--- config.mk ---
export PLATFORM = sky130hd
export DESIGN_NAME = io_cycle_master
export DESIGN_NICKNAME = d
export VERILOG_FILES = /design/src/rtl/io_cycle_master.sv
export SDC_FILE = /design/constraint.sdc
export NUM_CORES = 1
export LEC_CHECK = 0
export CORE_ASPECT_RATIO = 2
export CORE_UTILIZATION = 35
export CTS_CLUSTER_DIAMETER = 150
export DETAILED_ROUTE_END_ITERATION = 7
export PLACE_DENSITY = 0.77
export SLEW_MARGIN = 20
export SYNTH_ARGS = -nofsm -noshare
export SYNTH_HDL_FRONTEND = slang
export SYNTH_SLANG_ARGS = --single-unit
--- constraint.sdc ---
create_clock -name clk -period 1.4 [get_ports clk]
set_clock_uncertainty 0.05 [all_clocks]
set_input_delay 0.42 -clock clk [delete_from_list [all_inputs] [get_ports clk]]
set_output_delay 0.42 -clock clk [all_outputs]
set_load 0.005 [all_outputs]
--- src/rtl/io_cycle_master.sv ---
// Z80-style I/O bus initiator: turns single-word requests into T1/T2/TW/T3 I/O cycles.
// Optional macro IO_TIMEOUT_EN adds a stuck-wait_n abort that completes the cycle with rsp_err=1.
module io_cycle_master #(
    parameter int AUTO_WAIT     = 1,
    parameter int TIMEOUT_TICKS = 255
) (
    input  logic       clk,
    input  logic       reset,
    input  logic       ce,
    input  logic       req_valid,
    output logic       req_ready,
    input  logic       req_wr,
    input  logic [7:0] req_addr,
    input  logic [7:0] req_wdata,
    output logic       rsp_valid,
    output logic [7:0] rsp_rdata,
    output logic       rsp_err,
    output logic [7:0] addr,
    output logic [7:0] dout,
    input  logic [7:0] din,
    output logic       iorq_n,
    output logic       rd_n,
    output logic       wr_n,
    output logic       m1_n,
    input  logic       wait_n
);

    typedef enum logic [2:0] {IDLE, T1, T2, TW, T3} state_t;

    localparam logic [2:0] AW = 3'(AUTO_WAIT);

    generate
        if (AUTO_WAIT < 0 || AUTO_WAIT > 7) begin : g_bad_auto_wait
            $error("AUTO_WAIT must be in 0..7");
        end
        if (TIMEOUT_TICKS < 1) begin : g_bad_timeout
            $error("TIMEOUT_TICKS must be at least 1");
        end
    endgenerate

    state_t     state_reg;
    logic       wr_reg;
    logic [2:0] wait_cnt_reg;
    logic [2:0] wait_cnt_next;
    logic [7:0] addr_reg;
    logic [7:0] dout_reg;
    logic [7:0] rdata_reg;
    logic       iorq_n_reg;
    logic       rd_n_reg;
    logic       wr_n_reg;
    logic       valid_reg;
    logic       ready_reg;

    // Auto-wait count saturates so long device waits cannot wrap it.
    always_comb begin
        wait_cnt_next = (wait_cnt_reg < AW) ? wait_cnt_reg + 3'd1 : wait_cnt_reg;
    end

`ifdef IO_TIMEOUT_EN
    localparam int TO_W = $clog2(TIMEOUT_TICKS + 1);
    localparam logic [TO_W-1:0] TO_LIMIT = TO_W'(TIMEOUT_TICKS);

    logic [TO_W-1:0] to_cnt_reg;
    logic [TO_W-1:0] to_cnt_next;
    logic            err_reg;

    always_comb begin
        to_cnt_next = to_cnt_reg + 1'b1;
    end
    assign rsp_err = err_reg;
`else
    assign rsp_err = 1'b0;
`endif

    always_ff @(posedge clk) begin
        if (reset) begin
            state_reg    <= IDLE;
            wr_reg       <= 1'b0;
            wait_cnt_reg <= 3'd0;
            addr_reg     <= 8'h00;
            dout_reg     <= 8'h00;
            rdata_reg    <= 8'h00;
            iorq_n_reg   <= 1'b1;
            rd_n_reg     <= 1'b1;
            wr_n_reg     <= 1'b1;
            valid_reg    <= 1'b0;
            ready_reg    <= 1'b1;
`ifdef IO_TIMEOUT_EN
            to_cnt_reg   <= '0;
            err_reg      <= 1'b0;
`endif
        end else begin
            valid_reg <= 1'b0;
            case (state_reg)
                IDLE: begin
                    // Acceptance is the only transition that does not wait for ce.
                    if (req_valid) begin
                        addr_reg  <= req_addr;
                        dout_reg  <= req_wdata;
                        wr_reg    <= req_wr;
                        ready_reg <= 1'b0;
                        state_reg <= T1;
                    end
                end
                T1: begin
                    if (ce) begin
                        iorq_n_reg <= 1'b0;
                        rd_n_reg   <= wr_reg;
                        wr_n_reg   <= ~wr_reg;
                        state_reg  <= T2;
                    end
                end
                T2: begin
                    if (ce) begin
                        wait_cnt_reg <= 3'd0;
`ifdef IO_TIMEOUT_EN
                        to_cnt_reg   <= '0;
`endif
                        if (AUTO_WAIT > 0 || !wait_n) begin
                            state_reg <= TW;
                        end else begin
                            state_reg <= T3;
                        end
                    end
                end
                TW: begin
                    if (ce) begin
                        wait_cnt_reg <= wait_cnt_next;
                        if (wait_cnt_next >= AW && wait_n) begin
                            state_reg <= T3;
                        end
`ifdef IO_TIMEOUT_EN
                        // A device holding wait_n low too long is cut off here.
                        if (wait_n) begin
                            to_cnt_reg <= '0;
                        end else if (to_cnt_next == TO_LIMIT) begin
                            to_cnt_reg <= '0;
                            iorq_n_reg <= 1'b1;
                            rd_n_reg   <= 1'b1;
                            wr_n_reg   <= 1'b1;
                            valid_reg  <= 1'b1;
                            ready_reg  <= 1'b1;
                            err_reg    <= 1'b1;
                            if (!wr_reg) begin
                                rdata_reg <= 8'hFF;
                            end
                            state_reg  <= IDLE;
                        end else begin
                            to_cnt_reg <= to_cnt_next;
                        end
`endif
                    end
                end
                T3: begin
                    if (ce) begin
                        if (!wr_reg) begin
                            rdata_reg <= din;
                        end
                        iorq_n_reg <= 1'b1;
                        rd_n_reg   <= 1'b1;
                        wr_n_reg   <= 1'b1;
                        valid_reg  <= 1'b1;
                        ready_reg  <= 1'b1;
`ifdef IO_TIMEOUT_EN
                        err_reg    <= 1'b0;
`endif
                        state_reg  <= IDLE;
                    end
                end
                default: begin
                    state_reg <= IDLE;
                end
            endcase
        end
    end

    assign req_ready = ready_reg;
    assign rsp_valid = valid_reg;
    assign rsp_rdata = rdata_reg;
    assign addr      = addr_reg;
    assign dout      = dout_reg;
    assign iorq_n    = iorq_n_reg;
    assign rd_n      = rd_n_reg;
    assign wr_n      = wr_n_reg;
    assign m1_n      = 1'b1;

endmodule
==> results.rst <==
.. list-table::
   :header-rows: 1

   * - Metric
     - Value
   * - Drt initial violations
     - 29
   * - Crit-path max FO
     - 7
   * - Proportion of register bits with asynchronous set or reset after synthesis
     - 0
   * - Yosys warnings
     - 0
   * - Gate count after technology mapping
     - 156
   * - Fin worst setup slack
     - -0.0243 ns
   * - Core outline area
     - 3650 sq um
   * - Die Span Y
     - 89.8 um
   * - Setup slack, reg-to-reg
     - -0.02 ns
   * - Worst path required time
     - 1.57 ns
   * - Synthesized net count
     - 186
   * - Maximum buffer depth of the clock tree
     - 2
   * - Slowest stage delay, CP
     - 0.35 ns
   * - Number of top-level pins
     - 61
   * - HPWL after detailed placement
     - 2500 um
   * - Cell at the slowest stage of the critical path
     - sky130_fd_sc_hd__dfxtp_4
   * - Number of fillers in the final layout
     - 320
   * - Ordered list of cells on the worst path
     - buf_8 > nor4b_4 > buf_4 > clkbuf_16 > nand2_2 > a21oi_2
   * - Total leakage power
     - 1.01 nW
   * - Via/cell ratio
     - 4.86
   * - Layout-stage area growth over the synthesis result
     - 75.8%
   * - Number of DRC violations after detailed routing
     - 0
   * - Failing checks
     - setup timing
   * - Max Freq
     - 0.702 GHz
   * - Port Buffer Count
     - 58
   * - Share of the clock period used by the worst path
     - 1.02
   * - Number of iterations in the first detailed-routing pass
     - 4
   * - Critical Setup Path Class
     - register to register
   * - Startpoint of the most critical register-to-register path
     - state_reg[1]
   * - Global-route wire length before repair
     - 5620 um
   * - Setup violation total in the final timing report
     - 5
   * - Final critical delay including setup and external delays
     - 1.42 ns
   * - R2r worst-path depth
     - 6
   * - Num CTS Buffers
     - 5
   * - Placement row count
     - 31
   * - Clock tree sinks
     - 33
   * - Primary flip-flop cell chosen by synthesis mapping
     - sky130_fd_sc_hd__dfxtp_1
   * - Number of max-cap violations
     - 0
   * - Pin count of the biggest net entering global routing
     - 15
   * - Portion of the post-synthesis area used by sequential elements
     - 0.489
   * - Result of the run
     - complete, but fails checks
   * - Total design power
     - 2.17 mW
   * - Average wire per standard cell
     - 13.1 um
   * - Pwr per Cell Area
     - 916 nW/um^2
   * - Cell family with most CP delay
     - buffers and inverters
   * - Worst path buffer plus inverter count
     - 3
   * - Clock-pin transition on the worst setup and hold timing paths
     - 0.07 ns
   * - Synth cell types
     - 30
   * - Number of failing hold endpoints at the final stage
     - 0
   * - EDFF count, synth
     - 0
   * - Die width
     - 45.9 um
   * - Worst r2r dst
     - dout[3]
   * - Max Slew Vio Count
     - 0
   * - H-Tree Depth
     - 2
   * - Crit path from
     - state_reg[1]
   * - Skew-Pair Late Insertion Delay
     - 0.28 ns
   * - Final routed wirelength across all metal layers
     - 3770 um
   * - Initial core utilization
     - 0.370
   * - Number of vias after detailed routing
     - 1400
   * - CP Data Arrival Time
     - 1.59 ns
   * - Post-synthesis cell area
     - 1350 sq um
   * - Dpl ws
     - -0.451 ns
   * - Post-Syn Area per Cell
     - 8.65 sq um
   * - Total number of cells along the worst setup path
     - 6
   * - Peak ir drop on the vdd network
     - 577 uV
   * - End point of the critical path
     - dout[3]
   * - Remaining global-route overflow
     - 0
   * - Crit start category
     - register
   * - Area enclosed by the die boundary
     - 4120 sq um
   * - Post-synthesis register bit count
     - 33
   * - RSZ-0062 raised after global routing
     - true
   * - Crit end category
     - register
   * - Via count of the first global-routing pass
     - 1327
   * - Layout Nets
     - 268
   * - Antenna diodes
     - 0
   * - Leading cell types in the layout, fill and taps excluded
     - sky130_fd_sc_hd__nand2_1, sky130_fd_sc_hd__dlygate4sd2_1, sky130_fd_sc_hd__clkdlybuf4s50_1
   * - Antenna violations before repair
     - 0
   * - Routability cong.
     - 0.748
   * - Sum of negative setup slack
     - -0.0557 ns
   * - Clock tree from TritonCTS
     - built
   * - Most common library cell in the layout ignoring fill and taps
     - sky130_fd_sc_hd__nand2_1
   * - DRT antenna net count
     - 0
   * - Root cell of the clock tree
     - sky130_fd_sc_hd__clkbuf_8
   * - Global router's overall resource usage
     - 0.183
   * - Share of final-layout standard cells stronger than drive strength 1
     - 0.301
   * - HP Class
     - register to register
logic make-up (layout without fill, tap and decap cells):
group                  count (synthesis)  in the layout  share of synthesized area
multiplexers                           9              9                     0.0667
buffers and inverters                 15             96                     0.0612
flip-flops                            33             33                      0.489
AO/OA/AOI/OAI                         29             29                      0.126
other                                  2              2                    0.00556
AND/OR/NAND/NOR                       68             70                      0.251
power breakdown:
group / switching [mW] / internal [mW]
Sequential: 0.0347 / 0.989
Combinational: 0.199 / 0.277
Clock: 0.329 / 0.344
Total: 0.564 / 1.61
Yosys cell counts (2+ instances only):
master / n / area, sq um
sky130_fd_sc_hd__dfxtp_1: 33 / 661
sky130_fd_sc_hd__mux2i_1: 9 / 90.1
sky130_fd_sc_hd__buf_4: 2 / 15.0
sky130_fd_sc_hd__o32a_1: 2 / 20.0
sky130_fd_sc_hd__o21ai_0: 2 / 10.0
sky130_fd_sc_hd__nor4_1: 2 / 12.5
sky130_fd_sc_hd__buf_2: 3 / 15.0
sky130_fd_sc_hd__nor2b_1: 2 / 12.5
sky130_fd_sc_hd__buf_6: 2 / 22.5
sky130_fd_sc_hd__a21oi_1: 18 / 90.1
sky130_fd_sc_hd__clkbuf_1: 5 / 18.8
sky130_fd_sc_hd__nand2_1: 51 / 191
sky130_fd_sc_hd__a31oi_1: 4 / 25.0
sky130_fd_sc_hd__conb_1: 2 / 7.51
sky130_fd_sc_hd__nor2_1: 4 / 15.0
routing by layer:
metal | track usage | share of wire | up-vias
li1 | - | - | 689
met1 | 0.173 | 0.36 | 644
met2 | 0.325 | 0.56 | 55
met3 | 0.0402 | 0.037 | 12
met4 | 0.108 | 0.043 | 0
met5 | 0 | 0 | -
how the worst min path moves through the flow:
stage	cells after the start	slack [ns]	startpoint	endpoint
6_report	2	0.40	dout[7]	dout[7]
5_1_grt	2	0.42	dout[7]	dout[7]
4_1_cts	2	0.40	dout[7]	dout[7]
3_3_place_gp	2	0.39	dout[1]	dout[1]
3_5_place_dp	2	0.40	dout[7]	dout[7]
2_1_floorplan	2	0.40	rsp_rdata[0]	rsp_rdata[0]
layout make-up:
class                      instances  area [sq um]  share of cell area
timing repair buffer              85           802               0.338
multi-input combinational        110           742               0.313
sequential                        33           674               0.284
clock buffer                       6          72.6              0.0306
tap                               49          61.3              0.0258
inverter                           3          11.3             0.00474
clock inverter                     2          10.0             0.00422
metrics by stage:
| stage | hold slack (ns) | std cells | util | area [sq um] |
|---|---|---|---|---|
| floorplan | 0.401 | 156 | - | 1360 |
| global placement | 0.390 | 269 | 0.572 | 2090 |
| detailed placement | 0.398 | 269 | 0.572 | 2090 |
| CTS | 0.405 | 279 | 0.593 | 2160 |
| global route | 0.424 | 288 | 0.651 | 2370 |
| finish | 0.402 | 288 | 0.651 | 2370 |
tightest hold or removal path, stage by stage, from the launching register on:
cell and delay, ns:
sky130_fd_sc_hd__dfxtp_1 0.31, sky130_fd_sc_hd__nand2_1 0.05, sky130_fd_sc_hd__a21oi_1 0.05
what timing repair did:
action | CTS | global route
resized for setup | 38 | 35
hold buffers | 0 | 0
cloned | 2 | 1
setup buffers | 0 | 8
setup endpoints to repair | 61 | 28
pin swaps | 0 | 19
Power figures use the tool's default switching activity.
